## config.mk

```make
export PLATFORM = sky130hd
export DESIGN_NAME = multdiv_ctrl
export DESIGN_NICKNAME = d
export VERILOG_FILES = /design/src/rtl/md_ctrl_pkg.sv /design/src/rtl/md_timeout_counter.sv /design/src/rtl/multdiv_ctrl.sv
export SDC_FILE = /design/constraint.sdc
export NUM_CORES = 1
export LEC_CHECK = 0
export BUFFER_PORTS_ARGS = -buffer_cell sky130_fd_sc_hd__buf_4
export CAP_MARGIN = 20
export CORE_ASPECT_RATIO = 0.5
export CORE_MARGIN = 2
export CORE_UTILIZATION = 30
export DETAILED_ROUTE_END_ITERATION = 10
export SLEW_MARGIN = 20
export SYNTH_ARGS = -nofsm -noshare
export SYNTH_HDL_FRONTEND = slang
export SYNTH_SLANG_ARGS = --single-unit
```

## constraint.sdc

```tcl
create_clock -name i_clock -period 5.3 [get_ports i_clock]
set_clock_uncertainty 0.1 [all_clocks]
set_input_delay 1.06 -clock i_clock [delete_from_list [all_inputs] [get_ports i_clock]]
set_output_delay 1.06 -clock i_clock [all_outputs]
set_load 0.02 [all_outputs]
```

## src/rtl/md_ctrl_pkg.sv

```systemverilog
// Shared types and constants for the multdiv issue/completion controller.
// The state encoding is fixed so that the controller state can be decoded directly from its value.
package md_ctrl_pkg;

  typedef enum logic [1:0] {
    IDLE  = 2'd0,
    START = 2'd1,
    BUSY  = 2'd2,
    DONE  = 2'd3
  } md_state_t;

  localparam logic [4:0]  RSTATUS_REG_DEF    = 5'd30;
  localparam logic [31:0] MULT_EXC_CODE_DEF  = 32'd4;
  localparam logic [31:0] DIV_EXC_CODE_DEF   = 32'd5;
  localparam int          TIMEOUT_CYCLES_DEF = 40;
  localparam int          CNT_W              = 6;

  function automatic logic [31:0] exc_code(input logic        is_div,
                                           input logic [31:0] mult_code,
                                           input logic [31:0] div_code);
    return is_div ? div_code : mult_code;
  endfunction

endpackage

```

## src/rtl/md_timeout_counter.sv

```systemverilog
// Saturating watchdog counter for the BUSY phase.
// o_terminal flags the last cycle the unit is given before a forced exception.
module md_timeout_counter
  import md_ctrl_pkg::*;
#(
  parameter int TIMEOUT_CYCLES = TIMEOUT_CYCLES_DEF
) (
  input  logic i_clock,
  input  logic i_reset,
  input  logic i_clear,
  input  logic i_enable,
  output logic o_terminal
);

  localparam logic [CNT_W-1:0] TERM = CNT_W'(TIMEOUT_CYCLES - 1);

  logic [CNT_W-1:0] r_count;

  always_ff @(posedge i_clock) begin
    if (i_reset || i_clear) begin
      r_count <= '0;
    end else if (i_enable && (r_count != '1)) begin
      r_count <= r_count + CNT_W'(1);
    end
  end

  assign o_terminal = (r_count == TERM);

endmodule

```

## src/rtl/multdiv_ctrl.sv

```systemverilog
// Issue/completion controller between the execute stage and the iterative multdiv unit.
// Launches one operation at a time, stalls until the unit answers (or times out), then emits one write-back beat.
module multdiv_ctrl
  import md_ctrl_pkg::*;
#(
  parameter logic [4:0]  RSTATUS_REG    = RSTATUS_REG_DEF,
  parameter logic [31:0] MULT_EXC_CODE  = MULT_EXC_CODE_DEF,
  parameter logic [31:0] DIV_EXC_CODE   = DIV_EXC_CODE_DEF,
  parameter int          TIMEOUT_CYCLES = TIMEOUT_CYCLES_DEF
) (
  input  logic        i_clock,
  input  logic        i_reset,
  input  logic        i_op_valid,
  input  logic        i_op_is_div,
  input  logic [31:0] i_op_a,
  input  logic [31:0] i_op_b,
  input  logic [4:0]  i_op_rd,
  input  logic        i_flush,
  input  logic [31:0] i_md_result,
  input  logic        i_md_exception,
  input  logic        i_md_ready,
  output logic        o_md_ctrl_mult,
  output logic        o_md_ctrl_div,
  output logic [31:0] o_md_operand_a,
  output logic [31:0] o_md_operand_b,
  output logic        o_stall,
  output logic        o_busy,
  output logic        o_wb_valid,
  output logic [4:0]  o_wb_rd,
  output logic [31:0] o_wb_data,
  output logic        o_timeout
);

  md_state_t   r_state;
  md_state_t   w_state_next;
  logic [31:0] r_op_a;
  logic [31:0] r_op_b;
  logic [31:0] r_result;
  logic [4:0]  r_rd;
  logic        r_kind;
  logic        r_exc;
  logic        r_timeout;

  logic w_terminal;
  logic w_accept;
  logic w_capture;
  logic w_live;
  logic w_wb_valid;
  logic w_to_rstatus;

  // Flush and reset silence every same-cycle side effect toward the pipeline.
  assign w_live = ~i_reset & ~i_flush;

  md_timeout_counter #(
    .TIMEOUT_CYCLES(TIMEOUT_CYCLES)
  ) u_timeout (
    .i_clock   (i_clock),
    .i_reset   (i_reset),
    .i_clear   (r_state == START),
    .i_enable  (r_state == BUSY),
    .o_terminal(w_terminal)
  );

  always_ff @(posedge i_clock) begin
    if (i_reset) begin
      r_state <= IDLE;
    end else begin
      r_state <= w_state_next;
    end
  end

  always_comb begin
    w_state_next = r_state;
    w_accept     = 1'b0;
    w_capture    = 1'b0;
    if (i_flush) begin
      w_state_next = IDLE;
    end else begin
      case (r_state)
        IDLE: begin
          if (i_op_valid) begin
            w_accept     = 1'b1;
            w_state_next = START;
          end
        end
        // Any md_ready seen here belongs to the previous operation.
        START: w_state_next = BUSY;
        BUSY: begin
          if (i_md_ready || w_terminal) begin
            w_capture    = 1'b1;
            w_state_next = DONE;
          end
        end
        DONE:    w_state_next = IDLE;
        default: w_state_next = IDLE;
      endcase
    end
  end

  always_comb begin
    o_md_ctrl_mult = w_live & (r_state == START) & ~r_kind;
    o_md_ctrl_div  = w_live & (r_state == START) & r_kind;
    o_md_operand_a = i_reset ? '0 : r_op_a;
    o_md_operand_b = i_reset ? '0 : r_op_b;
    o_stall        = w_live & (((r_state == IDLE) & i_op_valid) |
                               (r_state == START) | (r_state == BUSY));
    o_busy         = ~i_reset & (r_state != IDLE);
    w_to_rstatus   = r_exc | r_timeout;
    // A clean result aimed at $r0 produces no beat at all.
    w_wb_valid     = w_live & (r_state == DONE) & (w_to_rstatus | (r_rd != '0));
    o_wb_valid     = w_wb_valid;
    o_wb_rd        = '0;
    o_wb_data      = '0;
    o_timeout      = 1'b0;
    if (w_wb_valid) begin
      o_wb_rd   = w_to_rstatus ? RSTATUS_REG : r_rd;
      o_wb_data = w_to_rstatus ? exc_code(r_kind, MULT_EXC_CODE, DIV_EXC_CODE) : r_result;
      o_timeout = r_timeout;
    end
  end

  always_ff @(posedge i_clock) begin
    if (i_reset) begin
      r_op_a    <= '0;
      r_op_b    <= '0;
      r_rd      <= '0;
      r_kind    <= 1'b0;
      r_result  <= '0;
      r_exc     <= 1'b0;
      r_timeout <= 1'b0;
    end else begin
      if (w_accept) begin
        r_op_a <= i_op_a;
        r_op_b <= i_op_b;
        r_rd   <= i_op_rd;
        r_kind <= i_op_is_div;
      end
      if (w_capture) begin
        if (i_md_ready) begin
          r_result  <= i_md_result;
          r_exc     <= i_md_exception;
          r_timeout <= 1'b0;
        end else begin
          r_result  <= '0;
          r_exc     <= 1'b0;
          r_timeout <= 1'b1;
        end
      end
    end
  end

endmodule

```

==> reports/results.ini <==
[clocking]
cts.sinks = 112
cts_root_buffer = clkbuf_16
cts_setup_buffers = 0
clockBufferDepth = 2
numCtsBuffers = 9
ctsResizeCount = 0
cts_tree = yes
path_clk_slew_ns = 0.07
cts_htree_levels = 3
clk_latency_ns = 0.33
holdBufCountCts = 0

[global_routing]
grt_usage = 0.148
grt_pass1_vias = 3992
grt_max_degree = 81
grt_pass1_wl_um = 20300
antenna_found_initial = 0
grt-ovfl-total = 0

[synth]
synth_cell_types = 38
synth_top_area_share = 0.471
synthFlopType = dfxtp_1
syn_area_per_cell_sq_um = 9.29
synthCells = 512
synth.area.top_cells = dfxtp_1, o22a_1, nor2b_1
synth_nets = 626
synth_top_area_cell = dfxtp_1
synthArstFlopShare = 0
synth_area_sq_um = 4760
ys_seq_area_frac = 0.471
ys_ff_latch = 112
synth_edf_count = 0
ys_warn_count = 0

[floorplanning]
num_io_pins = 215
initial_core_util = 0.308
dieArea_sq_um = 16900
die_y_um = 93.0
fp-row-count = 32
core_sq_um = 15500
die_w_um = 182

[placement]
post-place-ws_ns = 1.23
gp_congestion = 0.781
port_buffers = 214
dp_hpwl_um = 8740

[job]
maxCapViolCount = 0

[worst_setup_path]
crit_path_cell_trace = buf_4 > nor2_4 > nand2_4 > nor3b_4 > and2_1 > buf_4
crit_path_start_kind = primary input
worstPathArrival_ns = 2.87
crit_top_cell = buf_4
crit_path_max_fanout = 30
max_stage_delay_ns = 0.81
end_kind = primary output
path_class = primary input to primary output
required_ns = 4.14
critPathSlowestCell = nor3b_4

[sta]
setup_tns_ns = 0
fmax_ghz = 0.248
drv_slew = 0
finalSetupViolCount = 0
fin_hold_ws_ns = 0.362
rsz0062_at_grt = false
min_period_over_period = 0.760
hold_viol_final = 0
timing.slew.headroom = 0.369
tightest_slew_ns = 0.946
fin_ws_ns = 1.27
final.min_clock_period_ns = 4.03

[route]
routed-via-count = 4186
via_per_inst = 4.62
drc_errors = 0
ant_nets = 0
firstDrtPassIters = 4
wl_per_cell_um = 14.2
drt_iter0_markers = 115
routed_wl_um = 12900

[pwr]
seqPwrFrac = 0.502
cellInternalPower_mw = 1.35
p_switching_uw = 432
p_leak_nw = 2.90
power_density_nw_per_um2 = 269
p_total_mw = 1.78
switching_share = 0.243
power_frac_comb = 0.140
p_clk_frac = 0.358
ir_worst_vdd_uv = 153

[final_layout]
mostFrequentLayoutCell = buf_4
layout_common_cells = buf_4, dfxtp_1, nor2b_1, o22a_1, nand2_1
area_growth_pct = 39.2
drive_gt1_frac = 0.343
nets = 812
n_antenna_cell = 0

[worst_hold_path]
hold_path_class = flop to flop

[run_status]
outcome = complete, no violations

-- path summary, 6_finish.rpt --
kind | start | to | slack [ns] | cells past startpoint
worst min register to register | r_result[28] | r_result[28] | 0.36 | 2
worst max register to register | r_state[0] | r_result[17] | 2.96 | 6
worst max-delay path | i_reset | o_wb_data[28] | 1.27 | 6
worst min-delay path | r_result[28] | r_result[28] | 0.36 | 2
-- power by group through the flow --
stage,clock [mW],sequential [mW],combinational [mW]
detailed placement,0,0.914,0.251
CTS,0.670,0.894,0.252
global route,0.702,0.899,0.270
finish,0.636,0.894,0.249
floorplan,0,0.912,0.140
global placement,0,0.914,0.249
-- kinds of logic after synthesis --
logic type,synth area share
AOI/OAI and AO/OA,0.179
adders and majority gates,0.0158
DFF,0.471
and+or+nand+nor,0.260
buffers and inverters,0.0676
muxes,0.00421
xor gates and xnor gates,0.00184
-- area by class of cell --
| cell class | instances | area, sq um |
|---|---|---|
| Tap cell | 204 | 255 |
| Clock inverter | 4 | 30.0 |
| Multi-Input combinational cell | 351 | 2190 |
| Clock buffer | 12 | 246 |
| Inverter | 7 | 26.3 |
| Fill cell | 1559 | 8830 |
| Sequential cell | 112 | 2240 |
| Timing Repair Buffer | 217 | 1630 |
-- per-layer routing --
metal	wire, um	share of wire	GRT usage
met4	256	0.020	0.0430
met2	6610	0.51	0.276
met3	604	0.047	0.0335
met1	5450	0.42	0.170
met5	0	0	0
-- flip-flops by register name, summed over array words and instances (netlist names) --
signal,cells
r_op_a,32
r_op_b,32
r_result,32
u_timeout.r_count,6
r_rd,5
r_state,2
r_exc,1
r_kind,1
r_timeout,1
-- cell usage after synthesis (3+ instances only) --
cell      instances
ha_1              6
a211oi_1          3
dfxtp_1         112
nor3_1            3
a21oi_1          43
nand3_1          37
nor2_1           20
nor2b_1          65
or2_1             3
inv_1             7
buf_4             4
buf_2             8
nand2_1          52
and2_1           31
o22a_1           64
buf_8             6
buf_6             6
buf_1             5
clkbuf_1         13
-- critical path: cells and delay by family --
family        cells  cell delay, ns
simple gates      4            1.42
buf+inv           2            0.39
-- stage by stage --
stage                      util  instance area [sq um]  std cells
final                     0.429                   6620        907
after global routing      0.429                   6620        907
after CTS                 0.429                   6620        907
after detailed placement  0.411                   6350        891
after global placement    0.411                   6350        891
after floorplan               -                   4760        512
Power figures use the tool's default switching activity.
